## src/rtl/seq_multiplier_pkg.sv

```systemverilog
// rtl/seq_multiplier_pkg.sv - shared FSM encoding and sizing helper for sequential arithmetic blocks
// Purpose: state encoding for the iterative multiplier control FSM and a helper
//          sizing the iteration counter. Shared with future divider/MAC blocks.
// Ports:   none (package)
package seq_multiplier_pkg;

    typedef enum logic [1:0] {
        ST_IDLE = 2'd0,
        ST_RUN  = 2'd1,
        ST_FIN  = 2'd2
    } mult_state_e;

    // Counter must hold the value WIDTH itself, hence WIDTH+1 codes.
    function automatic int cnt_width(input int width);
        return $clog2(width + 1);
    endfunction

endpackage

```

## src/rtl/mult_sign_fix.sv

```systemverilog
// rtl/mult_sign_fix.sv - combinational conditional two's-complement negate
// Purpose: val_o = neg_i ? -val_i : val_i. Used as |x| on operands (neg_i = operand
//          is negative) and as result sign correction on the product.
// Ports:   val_i [N-1:0] value in, neg_i negate request, val_o [N-1:0] value out
module mult_sign_fix #(
    parameter int N = 4
) (
    input  logic [N-1:0] val_i,
    input  logic         neg_i,
    output logic [N-1:0] val_o
);

    // -(-2^(N-1)) wraps to 2^(N-1), which is exactly the unsigned magnitude we want.
    assign val_o = neg_i ? (~val_i + N'(1)) : val_i;

endmodule

```

## src/rtl/seq_multiplier.sv

```systemverilog
// rtl/seq_multiplier.sv - sequential shift-add multiplier, unsigned or signed per operation
// Purpose: multiplies two WIDTH-bit operands in WIDTH shift-add steps, result is a
//          2*WIDTH-bit product delivered with a one-cycle done pulse WIDTH+1 cycles
//          after an accepted start.
// Ports:   clk, rst (async, active-high)
//          start, sign_mode, a, b : request and operands, sampled while idle
//          busy, done, y          : status, result-valid pulse, held product
module seq_multiplier
    import seq_multiplier_pkg::*;
#(
    parameter int WIDTH     = 4,
    parameter bit SIGNED_EN = 1'b1
) (
    input  logic               clk,
    input  logic               rst,
    input  logic               start,
    input  logic               sign_mode,
    input  logic [WIDTH-1:0]   a,
    input  logic [WIDTH-1:0]   b,
    output logic               busy,
    output logic               done,
    output logic [2*WIDTH-1:0] y
);

    localparam int CW = cnt_width(WIDTH);

    mult_state_e        state_q, state_d;
    logic [CW-1:0]      cnt_q, cnt_d;
    logic [WIDTH-1:0]   acc_q, acc_d;
    logic [WIDTH-1:0]   mcand_q, mcand_d;
    logic [WIDTH-1:0]   mplier_q, mplier_d;
    logic               neg_q, neg_d;
    logic [2*WIDTH-1:0] y_q, y_d;
    logic               done_q, done_d;

    logic               sign_eff;
    logic [WIDTH-1:0]   a_mag, b_mag;
    logic [2*WIDTH-1:0] prod_fixed;
    logic [WIDTH:0]     add_sum;

    assign sign_eff = SIGNED_EN && sign_mode;

    mult_sign_fix #(.N(WIDTH)) u_abs_a (
        .val_i (a),
        .neg_i (sign_eff & a[WIDTH-1]),
        .val_o (a_mag)
    );

    mult_sign_fix #(.N(WIDTH)) u_abs_b (
        .val_i (b),
        .neg_i (sign_eff & b[WIDTH-1]),
        .val_o (b_mag)
    );

    // After WIDTH steps {acc, mplier} holds the full unsigned magnitude product.
    mult_sign_fix #(.N(2*WIDTH)) u_fix_y (
        .val_i ({acc_q, mplier_q}),
        .neg_i (neg_q),
        .val_o (prod_fixed)
    );

    // One extra bit keeps the carry out of the upper-half add for the shift.
    assign add_sum = mplier_q[0] ? ({1'b0, acc_q} + {1'b0, mcand_q}) : {1'b0, acc_q};

    always_ff @(posedge clk or posedge rst) begin
        if (rst) begin
            state_q  <= ST_IDLE;
            cnt_q    <= '0;
            acc_q    <= '0;
            mcand_q  <= '0;
            mplier_q <= '0;
            neg_q    <= 1'b0;
            y_q      <= '0;
            done_q   <= 1'b0;
        end else begin
            state_q  <= state_d;
            cnt_q    <= cnt_d;
            acc_q    <= acc_d;
            mcand_q  <= mcand_d;
            mplier_q <= mplier_d;
            neg_q    <= neg_d;
            y_q      <= y_d;
            done_q   <= done_d;
        end
    end

    always_comb begin
        state_d  = state_q;
        cnt_d    = cnt_q;
        acc_d    = acc_q;
        mcand_d  = mcand_q;
        mplier_d = mplier_q;
        neg_d    = neg_q;
        y_d      = y_q;
        done_d   = 1'b0;

        unique case (state_q)
            ST_IDLE: begin
                if (start) begin
                    mcand_d  = a_mag;
                    mplier_d = b_mag;
                    acc_d    = '0;
                    cnt_d    = CW'(WIDTH);
                    neg_d    = sign_eff & (a[WIDTH-1] ^ b[WIDTH-1]);
                    state_d  = ST_RUN;
                end
            end
            ST_RUN: begin
                // Shift {carry, acc, mplier} right by one; multiplier bits retire from
                // the bottom while product bits fill in from the top.
                acc_d    = add_sum[WIDTH:1];
                mplier_d = {add_sum[0], mplier_q[WIDTH-1:1]};
                cnt_d    = cnt_q - CW'(1);
                if (cnt_q == CW'(1)) begin
                    state_d = ST_FIN;
                end
            end
            ST_FIN: begin
                y_d     = prod_fixed;
                done_d  = 1'b1;
                state_d = ST_IDLE;
            end
            default: begin
                state_d = ST_IDLE;
            end
        endcase
    end

    assign busy = (state_q != ST_IDLE);
    assign done = done_q;
    assign y    = y_q;

endmodule

```

## config.mk

```make
export PLATFORM = sky130hd
export DESIGN_NAME = seq_multiplier
export DESIGN_NICKNAME = d
export VERILOG_FILES = /design/src/rtl/seq_multiplier_pkg.sv /design/src/rtl/mult_sign_fix.sv /design/src/rtl/seq_multiplier.sv
export SDC_FILE = /design/constraint.sdc
export NUM_CORES = 1
export LEC_CHECK = 0
export CORE_MARGIN = 8
export CORE_UTILIZATION = 43
export DETAILED_ROUTE_END_ITERATION = 7
export HOLD_SLACK_MARGIN = 0.12
export PLACE_DENSITY = 0.66
export SLEW_MARGIN = 40
export SYNTH_ARGS = -nofsm -noshare
export SYNTH_HDL_FRONTEND = slang
export SYNTH_SLANG_ARGS = --single-unit
```

## constraint.sdc

```tcl
create_clock -name clk -period 3.35 [get_ports clk]
set_input_delay 1.005 -clock clk [delete_from_list [all_inputs] [get_ports clk]]
set_output_delay 1.005 -clock clk [all_outputs]
set_load 0.05 [all_outputs]
```

==> summary.md <==
| Metric | Value |
|---|---|
| Maximum number of pins on one net before global-route repair | 28 |
| Number of buffers between clock root and the deepest sink | 2 |
| Row Count | 21 |
| Floorplan Core Area | 3363 um^2 |
| Final setup viols | 0 |
| Port-buffer cells | 21 |
| Max Fclk | 0.3482 GHz |
| Hold Vio Cnt, Final | 0 |
| Via count | 1221 |
| Post-CTS repair timing setup buffer count | 0 |
| Initial Util | 44.90% |
| Number of cells upsized or downsized after cts | 0 |
| Clock insertion delay at the later pin of the skew report | 0.33 ns |
| Post-DP HPWL | 2.348 mm |
| Share of the synthesized area in the top cell type | 44.74% |
| Kind of cell adding the most delay to the critical path | buffers and inverters |
| Max FO, Critical Path | 8 |
| Worst reg2reg startpoint | acc_q[0] |
| Multi-input gate area in the final layout | 739.5 um^2 |
| Result of the run | finished clean |
| Clock root buffer master | sky130_fd_sc_hd__clkbuf_4 |
| Average cell area after synthesis | 9.265 um^2 |
| Number of antenna violations at the first check in global routing | 0 |
| Top post-synthesis cells by count | sky130_fd_sc_hd__dfrtp_1 (27), sky130_fd_sc_hd__nand2_1 (21), sky130_fd_sc_hd__o21ai_0 (19) |
| # nets final | 207 |
| Biggest area consumer among synthesized cells | sky130_fd_sc_hd__dfrtp_1 |
| Routed wire length per instance | 13.42 um |
| Final max-slew violation count | 0 |
| Die footprint | 5664 um^2 |
| Flip-flop cell with the highest count after synthesis | sky130_fd_sc_hd__dfrtp_1 |
| Startpoint type of the worst setup path | flip-flop |
| Worst supply voltage drop on vdd | 313.3 uV |
| FF/Latch Area | 675.6 um^2 |
| Die height | 75.26 um |
| Crit. Startpoint | state_q[0] |
| Minimum clock period after layout | 2.872 ns |
| Max-slew headroom | 62.61% |
| Element type at the critical path end | output port |
| Largest family of logic cells by synthesized area | compound AO/OA/AOI/OAI gates |
| LEAKAGE | 0.0008372 uW |
| Clock skew | 0.004845 ns |
| Count of inserted antenna diode cells | 0 |
| First-pass iteration count of the detailed router | 4 |
| Clock sink total | 27 |
| Wire length after detailed routing | 3.087 mm |
| Global-route congestion overflow total | 0 |
| Proportion of register bits with asynchronous set or reset after synthesis | 100.0% |
| Transition time at the pin with the least slew margin | 0.5549 ns |
| Area of the mapped netlist | 1510 um^2 |
| Min-Delay Startpoint | y[3] |
| Cell count after synthesis | 163 |
| Max H-tree Level | 1 |
| Reported max-cap violation count | 0 |
| Detail-routed via count per cell | 5.309 |
| Horizontal die dimension | 75.26 um |
| Post-route setup TNS | 0 ns |
| Tightest Hold Check Type | flip-flop to flip-flop |
| Worst-case hold slack | 0.4978 ns |
| Number of flops mapped to enable cells by yosys | 0 |
| DRT antenna net count | 0 |
| Arithmetic-cell share of the synthesized area counting full adders, half adders and majority gates | 8.782% |
| CTS buffer count | 3 |
| Most area-consuming cells after synthesis | sky130_fd_sc_hd__dfrtp_1 (45%), sky130_fd_sc_hd__ha_1 (7.5%), sky130_fd_sc_hd__o21ai_0 (6.3%) |
| Number of remaining DRC errors | 0 |
| # fillers | 362 |
| DRC violation total after the first TritonRoute iteration | 54 |
| Worst path bufs/invs | 2 |
| Xor-xnor portion of the synthesized cell area | 6.379% |
| Compound-Gate Fraction of Synth Area | 18.48% |
| Share of synthesized area occupied by flip-flops and latches | 44.74% |
| Required time reported for the critical path endpoint | 2.34 ns |
| Clock tree from TritonCTS | built |
| Fraction of layout instances using a drive strength above 1 | 3.804% |
| Clock transition time at the flip-flop clock pins of the worst setup and hold paths | 0.15 ns |
| Worst Path Arrival | 1.87 ns |
| Hold-fix buffer count after cts | 0 |
| Pwr Density | 932.9 nW/um^2 |
| Share of the cycle needed by the critical path after routing | 85.72% |
| Routability-driven placement congestion ratio | 0.7463 |
| Slowest stage cell on the critical path | sky130_fd_sc_hd__clkdlybuf4s50_1 |
| Post-Syn Nets | 185 |
| Cell Count Post-Placement | 226 |
| Type of the worst setup path | flip-flop to output port |
| Dominant cell by count in the synthesized netlist | sky130_fd_sc_hd__dfrtp_1 |
| Critical path cell sequence | clkinv_1 > nand2_1 > clkdlybuf4s50_1 |
| Wire length of the first global-routing pass | 5.602 mm |
| Maximum cell stage delay along the critical path | 0.80 ns |
| Io pins | 22 |
| Multiplexer share of the synthesized area | 2.651% |
| Unrepaired setup endpoints after global routing | false |
| Aggregate global-route resource usage | 12.75% |
| Layout area overhead | 18.14% |
| Count of distinct cell types in the synthesized netlist | 32 |
| Simple-gate area share of the yosys netlist | 12.68% |
| Via count of the first global-routing pass | 1256 |
| FF+latch count, synth | 27 |
| Warnings, synthesis | 0 |
| Number of non-filler instances in the completed layout | 230 |
## worst paths after layout
path	end	slack, ns	cells after the start
worst max register to register	acc_q[1]	1.67	7
max in group asynchronous	acc_q[0]	2.08	3
worst max-delay path	busy	0.48	3
worst min register to register	y[3]	0.50	2
min in group asynchronous	done	1.01	3
worst min-delay path	y[3]	0.50	2
## sequential cells by signal, indices dropped and copies added, names as in the netlist
register,count
y,8
state_q,2
mplier_q,4
done,1
neg_q,1
mcand_q,4
cnt_q,3
acc_q,4
## through the flow
stage          instance area (um^2)  util [%]  power [uW]  setup WS, ns
2_1_floorplan                  1510         -        1293         1.453
3_3_place_gp                   1758     52.27        1499        0.9252
3_5_place_dp                   1758     52.27        1536        0.8581
4_1_cts                        1784     53.05        1684        0.4755
5_1_grt                        1784     53.05        1825        0.3974
6_report                       1784     53.05        1665        0.4784
## cell usage in the layout (no fill, tap or decap), drive strengths merged, types with 3 or more instances in the layout
cell type / instances
clkdlybuf4s50: 21
xor2: 6
o21ai: 21
o31ai: 3
mux2i: 4
dfrtp: 27
nand3: 8
a21oi: 8
ha: 9
nand2: 21
clkbuf: 4
inv: 17
xnor2: 5
nor2: 10
## power breakdown
group | total, uW | switching, uW | internal, uW
clock network | 146 | 99.3 | 46.7
logic | 888 | 533 | 355
registers | 630 | 161 | 469
## kinds of logic after synthesis
logic type	after synthesis
xor gates and xnor gates	11
and+or+nand+nor	44
adders and majority gates	10
muxes	4
buffers and inverters	23
AOI/OAI and AO/OA	44
DFF	27
## area by class of cell
| cell class | instances | share of cell area (%) |
|---|---|---|
| repair buffers | 22 | 12.20 |
| clock buffers | 4 | 1.473 |
| well taps | 46 | 3.226 |
| multi-input cells | 113 | 41.44 |
| inverters | 18 | 3.787 |
| flip-flops and latches | 27 | 37.87 |
## layer usage
layer	GRT usage [%]	up-vias	routed length, um
met5	0	-	0
met4	4.264	0	37
met3	2.264	4	134
met2	23.03	22	1540
met1	14.65	593	1374
li1	-	602	-
## worst register-to-register path, cell delays in order, from the launching register on
cell,delay [ns]
sky130_fd_sc_hd__dfrtp_1,0.48
sky130_fd_sc_hd__ha_1,0.21
sky130_fd_sc_hd__inv_1,0.05
sky130_fd_sc_hd__fa_1,0.39
sky130_fd_sc_hd__xor2_1,0.17
sky130_fd_sc_hd__nor2_1,0.05
sky130_fd_sc_hd__a21oi_1,0.11
sky130_fd_sc_hd__o21ai_0,0.09
Note: power is estimated with default switching activity, not from simulation.
